`src/rtl/comparator_seq_pkg.sv`:
```
// Shared types for the sequential magnitude comparator: FSM states,
// {e,g,l} result encodings and the digit-index width helper.
package comparator_pkg;

  typedef enum logic [1:0] {
    IDLE = 2'd0,
    CMP  = 2'd1,
    DONE = 2'd2
  } state_t;

  // Result vectors are ordered {e, g, l}.
  localparam logic [2:0] RES_NONE = 3'b000;
  localparam logic [2:0] RES_EQ   = 3'b100;
  localparam logic [2:0] RES_GT   = 3'b010;
  localparam logic [2:0] RES_LT   = 3'b001;

  function automatic int idx_width(input int ndig);
    return (ndig > 1) ? $clog2(ndig) : 1;
  endfunction

endpackage

```
`src/rtl/comparator_seq_digit.sv`:
```
// Combinational unsigned DIGIT-bit compare; the parameterised form of the
// old 2-bit structural comparator.
module comparator_digit #(
  parameter int DIGIT = 2
) (
  input  logic [DIGIT-1:0] i_a,
  input  logic [DIGIT-1:0] i_b,
  output logic             o_e,
  output logic             o_g,
  output logic             o_l
);

  assign o_e = (i_a == i_b);
  assign o_g = (i_a >  i_b);
  assign o_l = (i_a <  i_b);

endmodule

```
`src/rtl/comparator_seq.sv`:
```
// Multi-cycle MSB-first magnitude comparator, DIGIT bits per cycle with early
// exit. Define COMPARATOR_SEQ_SIGNED_EN for two's-complement operands.
module comparator_seq
  import comparator_pkg::*;
#(
  parameter int WIDTH = 8,
  parameter int DIGIT = 2
) (
  input  logic             clk,
  input  logic             rst,
  input  logic             start,
  input  logic [WIDTH-1:0] a,
  input  logic [WIDTH-1:0] b,
  output logic             busy,
  output logic             done,
  output logic             e,
  output logic             g,
  output logic             l
);

  localparam int NDIG = WIDTH / DIGIT;
  localparam int IW   = idx_width(NDIG);
  localparam logic [IW-1:0] LAST_IDX = IW'(NDIG - 1);

  state_t           r_state;
  logic [IW-1:0]    r_idx;
  logic [WIDTH-1:0] r_a;
  logic [WIDTH-1:0] r_b;
  logic [2:0]       r_res;
  logic             r_busy;
  logic             r_done;

  logic [WIDTH-1:0] w_in_a;
  logic [WIDTH-1:0] w_in_b;
  logic             w_dig_e;
  logic             w_dig_g;
  logic             w_dig_l;

`ifdef COMPARATOR_SEQ_SIGNED_EN
  // Flipping the sign bit maps two's-complement order onto unsigned order.
  localparam logic [WIDTH-1:0] MSB_MASK = WIDTH'(1) << (WIDTH - 1);
  assign w_in_a = a ^ MSB_MASK;
  assign w_in_b = b ^ MSB_MASK;
`else
  assign w_in_a = a;
  assign w_in_b = b;
`endif

  // Operands shift left each step, so the current digit is always on top.
  comparator_digit #(.DIGIT(DIGIT)) u_digit (
    .i_a (r_a[WIDTH-1 -: DIGIT]),
    .i_b (r_b[WIDTH-1 -: DIGIT]),
    .o_e (w_dig_e),
    .o_g (w_dig_g),
    .o_l (w_dig_l)
  );

  always_ff @(posedge clk or posedge rst) begin
    if (rst) begin
      r_state <= IDLE;
      r_idx   <= '0;
      r_a     <= '0;
      r_b     <= '0;
      r_res   <= RES_NONE;
      r_busy  <= 1'b0;
      r_done  <= 1'b0;
    end else begin
      unique case (r_state)
        // The edge that ends the done cycle is already an IDLE edge, which
        // gives latency+1 back-to-back throughput.
        IDLE, DONE: begin
          r_done <= 1'b0;
          if (start) begin
            r_a     <= w_in_a;
            r_b     <= w_in_b;
            r_idx   <= '0;
            r_res   <= RES_NONE;
            r_busy  <= 1'b1;
            r_state <= CMP;
          end else begin
            r_busy  <= 1'b0;
            r_state <= IDLE;
          end
        end
        CMP: begin
          if (w_dig_g) begin
            r_res   <= RES_GT;
            r_done  <= 1'b1;
            r_state <= DONE;
          end else if (w_dig_l) begin
            r_res   <= RES_LT;
            r_done  <= 1'b1;
            r_state <= DONE;
          end else if (w_dig_e && (r_idx == LAST_IDX)) begin
            r_res   <= RES_EQ;
            r_done  <= 1'b1;
            r_state <= DONE;
          end else begin
            r_idx <= r_idx + IW'(1);
            r_a   <= r_a << DIGIT;
            r_b   <= r_b << DIGIT;
          end
        end
        default: begin
          r_busy  <= 1'b0;
          r_done  <= 1'b0;
          r_state <= IDLE;
        end
      endcase
    end
  end

  assign busy      = r_busy;
  assign done      = r_done;
  assign {e, g, l} = r_res;

endmodule

```
`config.mk`:
```
export PLATFORM = sky130hd
export DESIGN_NAME = comparator_seq
export DESIGN_NICKNAME = d
export VERILOG_FILES = /design/src/rtl/comparator_seq_pkg.sv /design/src/rtl/comparator_seq_digit.sv /design/src/rtl/comparator_seq.sv
export SDC_FILE = /design/constraint.sdc
export NUM_CORES = 1
export LEC_CHECK = 0
export CAP_MARGIN = 20
export CORE_MARGIN = 2
export CORE_UTILIZATION = 35
export CTS_BUF_LIST = sky130_fd_sc_hd__clkbuf_16
export DETAILED_ROUTE_END_ITERATION = 10
export SETUP_SLACK_MARGIN = 0.05
export SLEW_MARGIN = 40
export SYNTH_ARGS = -nofsm -noshare
export SYNTH_HDL_FRONTEND = slang
export SYNTH_SLANG_ARGS = --single-unit
```
`constraint.sdc`:
```
create_clock -name clk -period 4.4 [get_ports clk]
set_input_delay 0.66 -clock clk [delete_from_list [all_inputs] [get_ports clk]]
set_output_delay 0.66 -clock clk [all_outputs]
set_load 0.03 [all_outputs]
```
==> metrics.md, run 1 <==
| Metric | Value |
|---|---|
| Placer's final routability congestion estimate | `0.6998` |
| Mean number of vias per cell | `4.709` |
| Number of placement rows | `21` |
| Final routed DRC violation total | `0` |
| Power density cells | `~750 nW/µm²` |
| Area share of fa/ha/maj cells after synthesis | `0.03112` |
| Leakage power figure | `0.7226 nW` |
| Peak fanout along the critical path | `7` |
| Fin crit period | `2198 ps` |
| Multiplexer area fraction after synthesis | `0.1390` |
| Critical path start-end classification | `in2reg` |
| Cell area after placement | `roughly 1500 µm²` |
| Final ANT Viol Nets | `0` |
| Status | `finished, final reports clean` |
| Worst setup skew after layout | `1.579 ps` |
| Final #Nets | `152` |
| CTS tree | `yes` |
| I/O pin total | `24` |
| Initial antenna violation count | `0` |
| Number of gates given a new drive strength after cts | `0` |
| Net count after synthesis | `130` |
| Detailed placer's ending HPWL | `between 1500 and 2000 µm` |
| Filler cells | `approximately 340` |
| Root cell of the clock tree | `sky130_fd_sc_hd__clkbuf_16` |
| Share of cells above drive strength 1 | `0.1783` |
| Chip Height | `62.71 µm` |
| Seq cells post-synth | `24` |
| Total routing usage reported by global routing | `0.1335` |
| Endpoint required time on the critical path | `4550 ps` |
| First-pass GRT wire length | `4153 µm` |
| Kind of start point of the critical path | `input pin` |
| VDD IR max | `0.2257 mV` |
| Num Clock Sinks | `24` |
| Fin Setup TNS | `0 ps` |
| Initial Util | `0.3643` |
| Drt total wl | `2334 µm` |
| Max-slew violation count | `0` |
| Vias after detailed routing | `824` |
| Final critical-path share of the clock period | `0.4996` |
| Initial DRC count | `23` |
| Largest net degree at the start of global routing | `25` |
| Critical Path End Type | `register` |
| Class of the most critical hold timing path | `reg2reg` |
| Worst r2r src | `r_state[0]` |
| Dominant combinational cell family by area after synthesis | `simple AND/OR/NAND/NOR gates` |
| Maximum clock frequency | `~450 MHz` |
| Post-route design area | `approximately 1500 µm²` |
| Largest delay share family, worst path | `simple AND/OR/NAND/NOR gates` |
| Port-buffer cells | `23` |
| Largest incremental delay on the critical path | `roughly 530 ps` |
| Full die area | `3932 µm²` |
| Horizontal die dimension | `62.71 µm` |
| H-Tree Level Count | `1` |
| Number of hold-slack violations in the final timing report | `0` |
| Clock-pin slew reported for the worst setup and hold paths after clock tree synthesis | `60 ps` |
| Slew at the pin closest to its max-slew limit | `about 700 ps` |
| Arrival time reported for the critical path endpoint | `between 2000 and 2500 ps` |
| Cell at the slowest stage of the critical path | `sky130_fd_sc_hd__nor2b_1` |
| Combined area of the multi-input logic cells | `541.8 µm²` |
| Synthesized-area fraction occupied by and/or/nand/nor cells | `0.1411` |
| Cell count after synthesis | `between 100 and 150` |
| Number of antenna repair diodes | `0` |
| Beginning of the worst hold path | `busy` |
| Netlist cell types | `25` |
| Parity-gate share of the synthesized area counting xor and xnor cells | `0` |
| Overall overflow remaining after global route | `0` |
| Launch point of the worst path | `start` |
| Total area of sequential cells | `600.6 µm²` |
| Part of the Yosys area used for sequential elements | `0.4979` |
| Drt wl/cell | `13.34 µm` |
| Worst reg2reg setup slack | `2550 ps` |
| Growth of design area from synthesis to finish | `26.97%` |
| Count of buffer and inverter cells on the critical path | `1` |
| Relative slew margins | `0.5286` |
| Setup Viol. Count Final | `0` |
| Hold buffer count at cts | `0` |
| Complex-gate fraction of the synthesized area | `0.1338` |
| Synthesized area per cell | `11.17 µm²` |
| Setup repair after global routing missed its margin | `no` |
| Number of global-route vias before repair | `between 800 and 900` |
| TritonCTS Buffers | `3` |
| Crit-path cells | `clkdlybuf4s50_1, nor2b_1, nor2_1, or2_2, a32o_1` |
| Number of buffers on the longest clock path | `2` |
| Post-CTS setup-driven buffer insertion count | `0` |
| Post-Synthesis Cell Area | `between 1000 and 1500 µm²` |
| Number of warnings issued by yosys | `0` |
| Number of max-capacitance violations reported | `0` |
| Count of TritonRoute iterations in the first routing pass | `4` |
| Later-pin clock latency in the skew report | `260 ps` |
| Core Region | `3311 µm²` |
## sequential cells by signal, summed over array words and instances (netlist names)
register  cells
r_res         3
busy          1
r_state       2
r_a           8
r_b           8
r_idx         2
## path summary, 6_finish.rpt
path / to / depth (start not counted)
worst max-delay path: r_res[1] / 5
worst min-delay path: busy / 1
worst max register to register: r_a[4] / 3
worst min register to register: busy / 1
max in group asynchronous: r_a[0] / 2
min in group asynchronous: r_b[0] / 2
## per-layer routing
| layer | global-route usage | routed length, µm | share of wire | vias to the layer above |
|---|---|---|---|---|
| met2 | 0.2030 | 1041 | 0.45 | 17 |
| met1 | 0.1795 | 1145 | 0.49 | 398 |
| li1 | - | - | - | 404 |
| met4 | 0.05000 | 40 | 0.017 | 0 |
| met3 | 0.03964 | 107 | 0.046 | 5 |
| met5 | 0 | 0 | 0 | - |
## through the flow
stage                     hold WS (ps)  cells  utilization  total power (W)  setup slack, ps
after floorplan                  465.7    108            -        0.0008616             2656
after global placement           462.3    171       0.4373        0.0009408             1988
after detailed placement         468.0    171       0.4380        0.0009619             1964
after CTS                        482.1    175       0.4618         0.001162             2199
after global routing             515.2    175       0.4626         0.001239             2109
final                            478.7    175       0.4626         0.001149             2202
## cells in the final DEF, fill, tap and decap left out, types with 3 or more instances in the layout
master	Yosys	layout
sky130_fd_sc_hd__a22o_1	6	6
sky130_fd_sc_hd__clkbuf_16	0	3
sky130_fd_sc_hd__clkdlybuf4s50_1	0	23
sky130_fd_sc_hd__dfrtp_1	24	24
sky130_fd_sc_hd__ha_1	3	3
sky130_fd_sc_hd__inv_1	6	5
sky130_fd_sc_hd__mux2_2	10	10
sky130_fd_sc_hd__mux2i_1	4	4
sky130_fd_sc_hd__nand2_1	30	30
sky130_fd_sc_hd__nor2_1	4	4
## power breakdown
part	internal (W)	switching (W)
Clock	0.000121	0.0000770
Combinational	0.000275	0.000301
Sequential	0.000324	0.0000508
Total	0.000720	0.000429
## cell type report
class	count	area share
multi-input combinational	72	0.3538
timing repair buffer	23	0.1503
tap	46	0.03758
sequential	24	0.3922
inverter	6	0.01471
clock inverter	1	0.002451
clock buffer	3	0.04902
## synthesized netlist by cell type
cell type                    n  share of area
sky130_fd_sc_hd__inv_1       6          0.019
sky130_fd_sc_hd__mux2_4      1          0.012
sky130_fd_sc_hd__buf_8       1          0.012
sky130_fd_sc_hd__a32o_1      1         0.0083
sky130_fd_sc_hd__nand2_1    30          0.093
sky130_fd_sc_hd__nor2_4      1         0.0093
sky130_fd_sc_hd__ha_1        3          0.031
sky130_fd_sc_hd__a2111oi_4   1          0.023
sky130_fd_sc_hd__buf_2       4          0.017
sky130_fd_sc_hd__o21ai_0     1         0.0041
sky130_fd_sc_hd__nor2b_1     2          0.010
sky130_fd_sc_hd__nand2b_1    1         0.0052
sky130_fd_sc_hd__a21o_1      1         0.0062
sky130_fd_sc_hd__o2bb2ai_4   1          0.023
sky130_fd_sc_hd__mux2_2     10          0.093
sky130_fd_sc_hd__o2bb2ai_1   1         0.0073
sky130_fd_sc_hd__buf_6       1         0.0093
sky130_fd_sc_hd__o21bai_1    1         0.0062
sky130_fd_sc_hd__a22o_1      6          0.044
sky130_fd_sc_hd__or2_2       1         0.0052
sky130_fd_sc_hd__a21o_4      1          0.012
sky130_fd_sc_hd__nor2_1      4          0.012
sky130_fd_sc_hd__mux2i_1     4          0.033
sky130_fd_sc_hd__nand2_2     1         0.0052
sky130_fd_sc_hd__dfrtp_1    24           0.50
## cell families after synthesis
kind of cell	after synthesis
DFF	24
buffers and inverters	12
AOI/OAI and AO/OA	14
adders and majority gates	3
muxes	15
and+or+nand+nor	40
Note: power is estimated with default switching activity, not from simulation.
==> run 2: changes to the inputs <==
==> constraint.sdc (replaced) <==
create_clock -name clk -period 2.1 [get_ports clk]
set_input_delay 0.315 -clock clk [delete_from_list [all_inputs] [get_ports clk]]
set_output_delay 0.315 -clock clk [all_outputs]
set_load 0.03 [all_outputs]
==> metrics.md, run 2 (synthesis gave the netlist of run 1 again) <==
| Metric | Value |
|---|---|
| Post-CTS setup-driven buffer insertion count | `0` |
| Most frequent cells in the layout | `30 x sky130_fd_sc_hd__nand2_1, 24 x sky130_fd_sc_hd__dfrtp_1, 23 x sky130_fd_sc_hd__clkdlybuf4s50_1, 10 x sky130_fd_sc_hd__mux2_2` |
| Number of buffers on the longest clock path | `2` |
| Number of max-capacitance violations reported | `0` |
| Total routing usage reported by global routing | `0.1289` |
| First-pass GRT wire length | `3974 µm` |
| Final routed DRC violation total | `0` |
| Arrival time reported for the critical path endpoint | `1910 ps` |
| Root cell of the clock tree | `sky130_fd_sc_hd__clkbuf_16` |
| Total design power | `0.002432 W` |
| Placer's final routability congestion estimate | `just under 0.7` |
| Overall overflow remaining after global route | `0` |
| Number of global-route vias before repair | `857` |
| Later-pin clock latency in the skew report | `250 ps` |
| Combined area of the multi-input logic cells | `536.8 µm²` |
| Clock-pin slew reported for the worst setup and hold paths after clock tree synthesis | `60 ps` |
| Post-route design area | `1556 µm²` |
| Worst reg2reg setup slack | `roughly 330 ps` |
| Worst r2r src | `r_idx[0]` |
| H-Tree Level Count | `1` |
| Max-slew violation count | `0` |
| CTS tree | `yes` |
| Critical Path End Type | `register` |
| Worst setup skew after layout | `around 2.6 ps` |
| Leakage power figure | `0.7422 nW` |
| Cell area after placement | `1478 µm²` |
| Hold buffer count at cts | `0` |
| Mean number of vias per cell | `4.469` |
| Peak fanout along the critical path | `19` |
| Number of placement rows | `21` |
| Status | `finished, final reports clean` |
| Largest net degree at the start of global routing | `25` |
| Final ANT Viol Nets | `0` |
| Fin Setup TNS | `0 ps` |
| Initial Util | `0.3643` |
| Filler cells | `~340` |
| Initial antenna violation count | `0` |
| Capturing point of the worst reg2reg path | `r_b[4]` |
| Detailed placer's ending HPWL | `1582 µm` |
| Power density cells | `approximately 1600 nW/µm²` |
| Num Clock Sinks | `24` |
| Vias after detailed routing | `800` |
| Total area of sequential cells | `between 600 and 700 µm²` |
| Number of antenna repair diodes | `0` |
| Largest registers | `r_a x8, r_b x8, r_res x3` |
| Setup repair after global routing missed its margin | `no` |
| Number of cells on the worst reg-to-reg path | `4` |
| Maximum clock frequency | `565.8 MHz` |
| Port-buffer cells | `23` |
| Count of TritonRoute iterations in the first routing pass | `4` |
| VDD IR max | `0.4718 mV` |
| Relative slew margins | `0.6189` |
| Full die area | `3932 µm²` |
| Growth of design area from synthesis to finish | `29.05%` |
| Kind of start point of the critical path | `register` |
| Number of gates given a new drive strength after cts | `0` |
| Critical path start-end classification | `reg2reg` |
| Share of cells above drive strength 1 | `0.1805` |
| Horizontal die dimension | `62.71 µm` |
| Chip Height | `62.71 µm` |
| Drt total wl | `about 2300 µm` |
| Class of the most critical hold timing path | `in2async` |
| Most common cell after layout, fill and taps aside | `sky130_fd_sc_hd__nand2_1` |
| Slew at the pin closest to its max-slew limit | `570.8 ps` |
| Core Region | `3311 µm²` |
| TritonCTS Buffers | `3` |
| Initial DRC count | `27` |
| Final #Nets | `156` |
| Endpoint required time on the critical path | `2240 ps` |
| Fin crit period | `1767 ps` |
| Number of hold-slack violations in the final timing report | `0` |
| I/O pin total | `24` |
| Final critical-path share of the clock period | `0.8417` |
| Setup Viol. Count Final | `0` |
| Drt wl/cell | `12.58 µm` |
[run 2: worst max-delay path: stages, from the launching register on]
cell	delay (ps)
sky130_fd_sc_hd__dfrtp_1	360
sky130_fd_sc_hd__ha_1	320
sky130_fd_sc_hd__nor2_4	70
sky130_fd_sc_hd__o2bb2ai_4	490
sky130_fd_sc_hd__mux2_2	400
[run 2: worst max-delay path by stage]
stage	from	to	slack, ps	depth (start not counted)
finish	r_idx[0]	r_b[4]	330	4
global route	r_idx[0]	r_a[2]	260	4
CTS	r_a[7]	r_b[4]	340	5
detailed placement	start	r_b[4]	190	4
global placement	start	r_a[4]	250	4
floorplan	r_state[1]	r_b[5]	420	6
[run 2: cell type report]
| cell class | instances | area share |
|---|---|---|
| clock buffer | 3 | 0.04823 |
| clock inverter | 1 | 0.002412 |
| inverter | 6 | 0.01447 |
| multi-input combinational | 72 | 0.3449 |
| sequential | 24 | 0.3859 |
| tap | 46 | 0.03698 |
| timing repair buffer | 27 | 0.1672 |
[run 2: report_power, final]
| group | total (W) | switching (W) | internal, W |
|---|---|---|---|
| Clock | 0.000413 | 0.000158 | 0.000254 |
| Sequential | 0.000779 | 0.000102 | 0.000678 |
| Combinational | 0.00124 | 0.000638 | 0.000601 |
[run 2: through the flow]
step	hold slack (ps)	util	cells	setup slack (ps)
final	411.3	0.4701	179	332.5
after global routing	460.7	0.4701	179	255.8
after CTS	425.5	0.4701	179	335.5
after floorplan	329.6	-	108	420.9
after global placement	457.2	0.4463	175	252.4
after detailed placement	466.8	0.4463	175	191.4
[run 2: layer usage]
metal	global-route usage	part of all wire
met1	0.1613	0.45
met2	0.2030	0.48
met3	0.04144	0.055
met4	0.05833	0.0084
met5	0	0
